`src/rtl/stack_pkg.sv`:
```
// Shared types and defaults for the RPN sequencer driving the 4-bit LIFO stack.
package stack_pkg;

  localparam int STACK_DATA_W = 4;
  localparam int STACK_DEPTH  = 5;
  localparam int STACK_IDX_W  = 3;

  typedef enum logic [1:0] {NOP, PUSH, POP, GET} stack_cmd_e;

  typedef enum logic [2:0] {
    OP_PUSHI, OP_ADD, OP_SUB, OP_AND, OP_OR, OP_XOR, OP_DUP, OP_DROP
  } rpn_op_e;

  typedef enum logic [2:0] {
    RPN_IDLE, RPN_POP1, RPN_POP2, RPN_EXEC, RPN_GET, RPN_PUSH
  } rpn_state_e;

  // True when the token cannot run against the current stack occupancy.
  function automatic logic accept_error(rpn_op_e op, int count, int depth);
    case (op)
      OP_PUSHI: return count == depth;
      OP_DUP:   return (count == 0) || (count == depth);
      OP_DROP:  return count == 0;
      default:  return count < 2;
    endcase
  endfunction

endpackage

```
`src/rtl/stack_rpn_fn.sv`:
```
// Combinational RPN operator: {carry, result} = f(op, a, b), with b the former top of stack.
module stack_rpn_fn
  import stack_pkg::*;
#(
  parameter int DATA_W = STACK_DATA_W
) (
  input  rpn_op_e           op,
  input  logic [DATA_W-1:0] a,
  input  logic [DATA_W-1:0] b,
  output logic              carry,
  output logic [DATA_W-1:0] result
);

  logic [DATA_W:0] sum;

  always_comb begin
    sum    = '0;
    carry  = 1'b0;
    result = a;
    case (op)
      OP_ADD: begin
        sum    = {1'b0, a} + {1'b0, b};
        carry  = sum[DATA_W];
        result = sum[DATA_W-1:0];
      end
      // The extra bit of the difference is the borrow.
      OP_SUB: begin
        sum    = {1'b0, a} - {1'b0, b};
        carry  = sum[DATA_W];
        result = sum[DATA_W-1:0];
      end
      OP_AND:  result = a & b;
      OP_OR:   result = a | b;
      OP_XOR:  result = a ^ b;
      default: result = a;
    endcase
  end

endmodule

```
`src/rtl/stack_rpn_sequencer.sv`:
```
// Token-to-stack-command sequencer for RPN evaluation on an external LIFO.
// Optional STACK_RPN_FLAGS_EN adds O_CARRY / O_ZERO result flags.
module stack_rpn_sequencer
  import stack_pkg::*;
#(
  parameter int DATA_W = STACK_DATA_W,
  parameter int DEPTH  = STACK_DEPTH,
  parameter int IDX_W  = STACK_IDX_W
) (
  input  logic              CLK,
  input  logic              RESET,
  input  logic              I_VALID,
  output logic              I_READY,
  input  logic [2:0]        I_OP,
  input  logic [DATA_W-1:0] I_DATA,
  output logic [DATA_W-1:0] O_RESULT,
  output logic              O_RES_VALID,
  output logic              O_ERR,
  output logic [IDX_W-1:0]  O_COUNT,
  output logic [1:0]        S_COMMAND,
  output logic [IDX_W-1:0]  S_INDEX,
  output logic [DATA_W-1:0] S_DATA,
  input  logic [DATA_W-1:0] S_O_DATA
`ifdef STACK_RPN_FLAGS_EN
  ,
  output logic              O_CARRY,
  output logic              O_ZERO
`endif
);

  localparam logic [2:0] ST_IDLE = RPN_IDLE;
  localparam logic [2:0] ST_POP1 = RPN_POP1;
  localparam logic [2:0] ST_POP2 = RPN_POP2;
  localparam logic [2:0] ST_EXEC = RPN_EXEC;
  localparam logic [2:0] ST_GET  = RPN_GET;
  localparam logic [2:0] ST_PUSH = RPN_PUSH;

  logic [2:0]        state_reg;
  rpn_op_e           op_reg;
  logic [IDX_W-1:0]  count_reg;
  logic [DATA_W-1:0] result_reg;
  logic [DATA_W-1:0] s_data_reg;
  logic [DATA_W-1:0] b_reg;
  logic              res_valid_reg;
  logic              err_reg;

  rpn_op_e           in_op;
  logic              fn_carry;
  logic [DATA_W-1:0] fn_result;
  logic              done_ok;
  logic [DATA_W-1:0] done_value;

  assign in_op = rpn_op_e'(I_OP);

  // Operand a is whatever the stack presents in EXEC; b was latched in POP2.
  stack_rpn_fn #(.DATA_W(DATA_W)) u_fn (
    .op     (op_reg),
    .a      (S_O_DATA),
    .b      (b_reg),
    .carry  (fn_carry),
    .result (fn_result)
  );

  always_comb begin
    S_COMMAND = NOP;
    case (state_reg)
      ST_POP1, ST_POP2: S_COMMAND = POP;
      ST_GET:           S_COMMAND = GET;
      ST_PUSH:          S_COMMAND = PUSH;
      default:          S_COMMAND = NOP;
    endcase
  end

  // A token completes on its PUSH edge, or in EXEC for DROP (popped value is the result).
  always_comb begin
    done_ok    = 1'b0;
    done_value = s_data_reg;
    if (state_reg == ST_PUSH) begin
      done_ok = 1'b1;
    end else if ((state_reg == ST_EXEC) && (op_reg == OP_DROP)) begin
      done_ok    = 1'b1;
      done_value = fn_result;
    end
  end

  always_ff @(posedge CLK) begin
    if (!RESET) begin
      state_reg     <= ST_IDLE;
      op_reg        <= OP_PUSHI;
      count_reg     <= '0;
      result_reg    <= '0;
      s_data_reg    <= '0;
      b_reg         <= '0;
      res_valid_reg <= 1'b0;
      err_reg       <= 1'b0;
    end else begin
      res_valid_reg <= 1'b0;
      err_reg       <= 1'b0;
      if (done_ok) begin
        result_reg    <= done_value;
        res_valid_reg <= 1'b1;
      end
      case (state_reg)
        ST_IDLE: begin
          if (I_VALID) begin
            op_reg <= in_op;
            if (accept_error(in_op, int'(count_reg), DEPTH)) begin
              err_reg <= 1'b1;
            end else begin
              case (in_op)
                OP_PUSHI: begin
                  s_data_reg <= I_DATA;
                  state_reg  <= ST_PUSH;
                end
                OP_DUP:   state_reg <= ST_GET;
                default:  state_reg <= ST_POP1;
              endcase
            end
          end
        end
        ST_POP1: begin
          count_reg <= count_reg - IDX_W'(1);
          state_reg <= (op_reg == OP_DROP) ? ST_EXEC : ST_POP2;
        end
        ST_POP2: begin
          count_reg <= count_reg - IDX_W'(1);
          b_reg     <= S_O_DATA;
          state_reg <= ST_EXEC;
        end
        ST_EXEC: begin
          if (op_reg == OP_DROP) begin
            state_reg <= ST_IDLE;
          end else begin
            s_data_reg <= fn_result;
            state_reg  <= ST_PUSH;
          end
        end
        ST_GET:  state_reg <= ST_EXEC;
        ST_PUSH: begin
          count_reg <= count_reg + IDX_W'(1);
          state_reg <= ST_IDLE;
        end
        default: state_reg <= ST_IDLE;
      endcase
    end
  end

  assign I_READY     = (state_reg == ST_IDLE);
  assign O_RESULT    = result_reg;
  assign O_RES_VALID = res_valid_reg;
  assign O_ERR       = err_reg;
  assign O_COUNT     = count_reg;
  assign S_INDEX     = '0;
  assign S_DATA      = s_data_reg;

`ifdef STACK_RPN_FLAGS_EN
  logic carry_pend_reg;
  logic carry_reg;
  logic zero_reg;

  always_ff @(posedge CLK) begin
    if (!RESET) begin
      carry_pend_reg <= 1'b0;
      carry_reg      <= 1'b0;
      zero_reg       <= 1'b0;
    end else begin
      if (state_reg == ST_IDLE) begin
        carry_pend_reg <= 1'b0;
      end else if (state_reg == ST_EXEC) begin
        carry_pend_reg <= fn_carry;
      end
      if (done_ok) begin
        carry_reg <= (state_reg == ST_PUSH) ? carry_pend_reg : 1'b0;
        zero_reg  <= (done_value == '0);
      end
    end
  end

  assign O_CARRY = carry_reg;
  assign O_ZERO  = zero_reg;
`else
  logic unused_carry;
  assign unused_carry = fn_carry;
`endif

endmodule
```
`config.mk`:
```
export PLATFORM = sky130hd
export DESIGN_NAME = stack_rpn_sequencer
export DESIGN_NICKNAME = d
export VERILOG_FILES = /design/src/rtl/stack_pkg.sv /design/src/rtl/stack_rpn_fn.sv /design/src/rtl/stack_rpn_sequencer.sv
export SDC_FILE = /design/constraint.sdc
export NUM_CORES = 1
export LEC_CHECK = 0
export BUFFER_PORTS_ARGS = -buffer_cell sky130_fd_sc_hd__clkbuf_2
export CORE_MARGIN = 3
export CORE_UTILIZATION = 40
export CTS_CLUSTER_DIAMETER = 200
export DETAILED_ROUTE_END_ITERATION = 10
export GPL_TIMING_DRIVEN = 1
export PLACE_DENSITY = 0.69
export SYNTH_ARGS = -nofsm -noshare
export SYNTH_HDL_FRONTEND = slang
export SYNTH_HIERARCHICAL = 1
export SYNTH_SLANG_ARGS = --single-unit
```
`constraint.sdc`:
```
create_clock -name CLK -period 4.4 [get_ports CLK]
set_clock_uncertainty 0.05 [all_clocks]
set_input_delay 0.44 -clock CLK [delete_from_list [all_inputs] [get_ports CLK]]
set_output_delay 0.44 -clock CLK [all_outputs]
set_load 0.02 [all_outputs]
```
; ---- Word level (Yosys, flattened, before mapping)
; Cells that the tools add are included.
[classes]
add_sub_neg = 4
magnitude_cmp = 1
n_eq_ne = 18
n_mux = 24
bitwise_logic = 3
n_reduce_logical = 13
[ops]
columns = op, count
row1 = $eq A3 B3 Y1 const B, 8
row2 = $mux W4, 6
row3 = $pmux W4 S5, 1
row4 = $eq A3 B2 Y1 const B, 4
row5 = $pmux W3 S2, 2
row6 = $pmux W3 S4, 1
row7 = $logic_not A3 Y1, 3
row8 = $mux W3, 3
row9 = $mux W1, 8
row10 = $pmux W4 S2, 1
row11 = $eq A3 B1 Y1 const B, 2
row12 = $ne A2 B2 Y1 const B, 3
row13 = $pmux W2 S3, 1
row14 = $reduce_and A5 Y1, 1
row15 = $add A4 B4 Y4, 1
row16 = $and A4 B4 Y4, 1
row17 = $or A4 B4 Y4, 1
row18 = $reduce_and A2 Y1, 2
row19 = $reduce_bool A2 Y1, 2
row20 = $reduce_or A2 Y1, 2
row21 = $sub A4 B4 Y4, 1
row22 = $xor A4 B4 Y4, 1
row23 = $add A3 B1 Y3 const B, 1
row24 = $lt A3 B2 Y1 const B, 1
row25 = 6 further kinds, 6
[totals]
ff_bits = 23
output_inout_bits = 19
word_cells = 71

; ---- Logic depth before layout (Yosys ltp)
[logic_depth]
depth_word = 9
mapped_depth = 10
mapped_depth_nobuf = 10

; ---- Hierarchy
; Netlist, hierarchy kept.
[by_module_without_submodules]
columns = mod, instances, cells_each, area_each_um2, seq_area_each_um2
row1 = stack_rpn_sequencer, 1, 132, 1270.0, 460.4
row2 = stack_rpn_fn, 1, 92, 651.9, 0.0

; ---- Worst setup path after synthesis
; No wires, ideal clock.
[synth_path]
path_type = input-to-reg
start = in S_O_DATA[0]
end = reg s_data_reg[1] (netlist: S_DATA[1])
setup_ps = 72
arrival_ps = 1968
slack_ps = 2311
path_stages = 9
path_buffers = 0
path_cell_list = ha_1 > inv_1 > fa_1 > mux2_2 > mux2i_1 > a221oi_1 > nor3_1 > o211ai_1 > mux2i_1
[synth_between]
elab_chain_len = 4
elab_cells_between_ends = 5
classes_between = add/sub: 2 / mux: 3
[synth_rtl]
columns = item, line_no
row1 = from (decl), stack_rpn_sequencer.sv:23  ; input logic [DATA_W-1:0] S_O_DATA
row2 = $sub A4 B4 Y4 / $add A4 B4 Y4 (equally long branches), "stack_rpn_fn.sv:28, stack_rpn_fn.sv:22"
row3 = $pmux W4 S5 *, stack_rpn_fn.sv:20  ; case (op)
row4 = named net fn_result[1], stack_rpn_sequencer.sv:49  ; logic [DATA_W-1:0] fn_result;
row5 = $mux W4 *, stack_rpn_sequencer.sv:131  ; if (op_reg == OP_DROP) begin
row6 = $pmux W4 S2 *, stack_rpn_sequencer.sv:103  ; case (state_reg)
row7 = to (signal assigned), stack_rpn_sequencer.sv:134  ; s_data_reg <= fn_result;
row8 = to (decl), stack_rpn_sequencer.sv:42  ; logic [DATA_W-1:0] s_data_reg;
; Mark *: on every way through the listed nets, which the timed path passes. The rest lies on a longest branch. The select of a mux whose other input is x is not followed.
; A chain may end at the register's enable or synchronous reset.

; ---- Worst setup path after layout
[layout_path]
start = reg b_reg[0]
end = reg s_data_reg[1] (netlist: S_DATA[1])
[layout_between]
elab_chain_len = 4
elab_cells_between_ends = 5
classes_between = add/sub: 2 / mux: 3
[layout_rtl]
columns = item, line_no
row1 = from (decl), stack_rpn_sequencer.sv:43  ; logic [DATA_W-1:0] b_reg;
row2 = from (signal assigned), stack_rpn_sequencer.sv:93  ; b_reg <= '0;
row3 = from (signal assigned), stack_rpn_sequencer.sv:127  ; b_reg <= S_O_DATA;
row4 = $sub A4 B4 Y4 / $add A4 B4 Y4 (equally long branches), "stack_rpn_fn.sv:28, stack_rpn_fn.sv:22"
row5 = $pmux W4 S5 *, stack_rpn_fn.sv:20
row6 = named net fn_result[1], stack_rpn_sequencer.sv:49
row7 = $mux W4 *, stack_rpn_sequencer.sv:131
row8 = $pmux W4 S2 *, stack_rpn_sequencer.sv:103
; Marked as above.

==> impl_metrics.tcl <==
set metrics [dict create \
    status "complete, no violations" \
    cts_made_buffers 3 \
    wl_per_cell_um 14.03 \
    min-delay-start "S_DATA[0]" \
    post_cts_resize_count 0 \
    drc 0 \
    rsz0062_at_grt "no" \
    grt_max_degree 28 \
    max_freq_ghz 0.4250 \
    crit_arrival_ns 2.51 \
    crit_fanout 4 \
    drive_gt1_share_pct 18.97 \
    critPathCapture "S_DATA[1]" \
    powerDensity_mw_per_mm2 453.2 \
    overflow 0 \
    syn_area_per_cell_um2 8.694 \
    finalCritPeriodShare_pct 53.48 \
    die-area_mm2 0.005506 \
    worstMarginPinSlew_ns 0.7270 \
    worstReg2RegEnd "S_DATA[1]" \
    slew_headroom_pct 51.47 \
    cts_buffer_depth 2 \
    r2r_setup_slack_ns 2.05 \
    crit_type "flip-flop to flip-flop" \
    tns_ns 0 \
    required_ns 4.55 \
    setup_viol 0 \
    grt_usage_pct 15.71 \
    clkLatencyLatePin_ns 0.27 \
    syn2layout_area_growth_pct 8.003 \
    drv_cap 0 \
    cts_tree "built" \
    ir_worst_vdd_v 0.0001701 \
    gp_congestion 0.8645 \
    hold_path.class "flip-flop to flip-flop" \
    io_pins 33 \
    grt_pass1_vias 1449 \
    htreeDepth 1 \
    syn_inst 214 \
    cts.sink_count 23 \
    die_w_um 74.20 \
    core_mm2 0.004414 \
    cp-startpoint "b_reg[0]" \
    ant_nets 0 \
    root_buffer "clkbuf_8" \
    dr.first_iter.drc_count 74 \
    worstSetupStartpointType "flip-flop" \
    hold_violations 0 \
    clk_pin_slew_worst_paths_ns 0.09 \
    die_y_um 74.20 \
    antenna_found_initial 0 \
    grt_pass1_wl_um 6872 \
    instances_no_fill 284 \
    dr_total_vias 1537 \
    num-nets-final 261 \
    slew_violations 0 \
    dr.pass1.iters 6 \
    ctsHoldBuffers 0 \
    synth_area_mm2 0.001861 \
    rows 24 \
    dpl.hpwl_um 2943 \
    start_util_pct 42.15 \
    rr_startpoint "b_reg[0]" \
    dpl.cell_count 280 \
    avgViaCountPerCell 5.412 \
    rr_worst_depth 9 \
    port_buffers 29 \
    wl_um 3985 \
    min_period_ns 2.353 \
    end_kind "flip-flop" \
    cts_setup_buffers 0 \
    power_leakage_uw 0.0007924 \
    antenna_cells 0 \
    yosys_warnings 6 \
]
cell type report:
type | instances | area [um^2]
fill | 442 | 2405
timing repair buffer | 29 | 145.1
inverter | 15 | 56.30
sequential | 23 | 460.4
tap | 52 | 65.06
clock inverter | 1 | 5.005
multi-input combinational | 161 | 1236
clock buffer | 3 | 41.29
worst min path at each step:
| stage | end | slack, ns | cells after the start |
|---|---|---|---|
| after detailed placement | S_DATA[2] | 0.41 | 2 |
| after floorplan | op_reg[1] | 0.40 | 2 |
| after global routing | S_DATA[3] | 0.45 | 2 |
| after CTS | S_DATA[2] | 0.43 | 2 |
| final | S_DATA[0] | 0.42 | 2 |
| after global placement | S_DATA[2] | 0.42 | 2 |
report_power, final:
group          switching, uW  internal [uW]
combinational            245            200
sequential              86.8            248
clock                   68.2           63.2
total                    400            511
layout by cell type, fill, tap and decap left out, types with 6 or more instances in the layout:
master and count:
a21oi_1 13, clkbuf_2 29, dfxtp_1 23, ha_1 11
inv_1 13, mux2i_1 14, nand2_1 14, nand3_1 9
nor2_1 6, nor2b_1 13, o21ai_0 9
per-layer routing:
metal / vias up / share of wire [%] / track usage, % / wire length (um)
li1: 782 / - / - / -
met1: 713 / 48 / 21.69 / 1932
met2: 36 / 45 / 24.70 / 1808
met3: 6 / 4.7 / 3.108 / 189
met4: 0 / 1.4 / 4.829 / 54
met5: - / 0 / 0 / 0
stage by stage:
step	cell area (um^2)	setup WS [ns]	hold slack, ns	power (uW)	util, %
6_report	2009	2.047	0.4238	910.7	45.52
5_1_grt	2009	1.858	0.4464	987.5	45.52
4_1_cts	2009	2.052	0.4311	917.2	45.52
3_5_place_dp	1963	1.844	0.4120	782.2	44.47
3_3_place_gp	1963	1.919	0.4184	775.6	44.47
2_1_floorplan	1868	2.312	0.4037	689.2	-
critical path: stages, from the launching register on:
cell and delay [ns]:
dfxtp_1 0.37, ha_1 0.21, inv_1 0.07, fa_1 0.46, mux2_2 0.27, mux2i_1 0.14, a221oi_1 0.08, nor3_1 0.31
o211ai_1 0.16, mux2i_1 0.16
(Power assumes the default switching activity.)
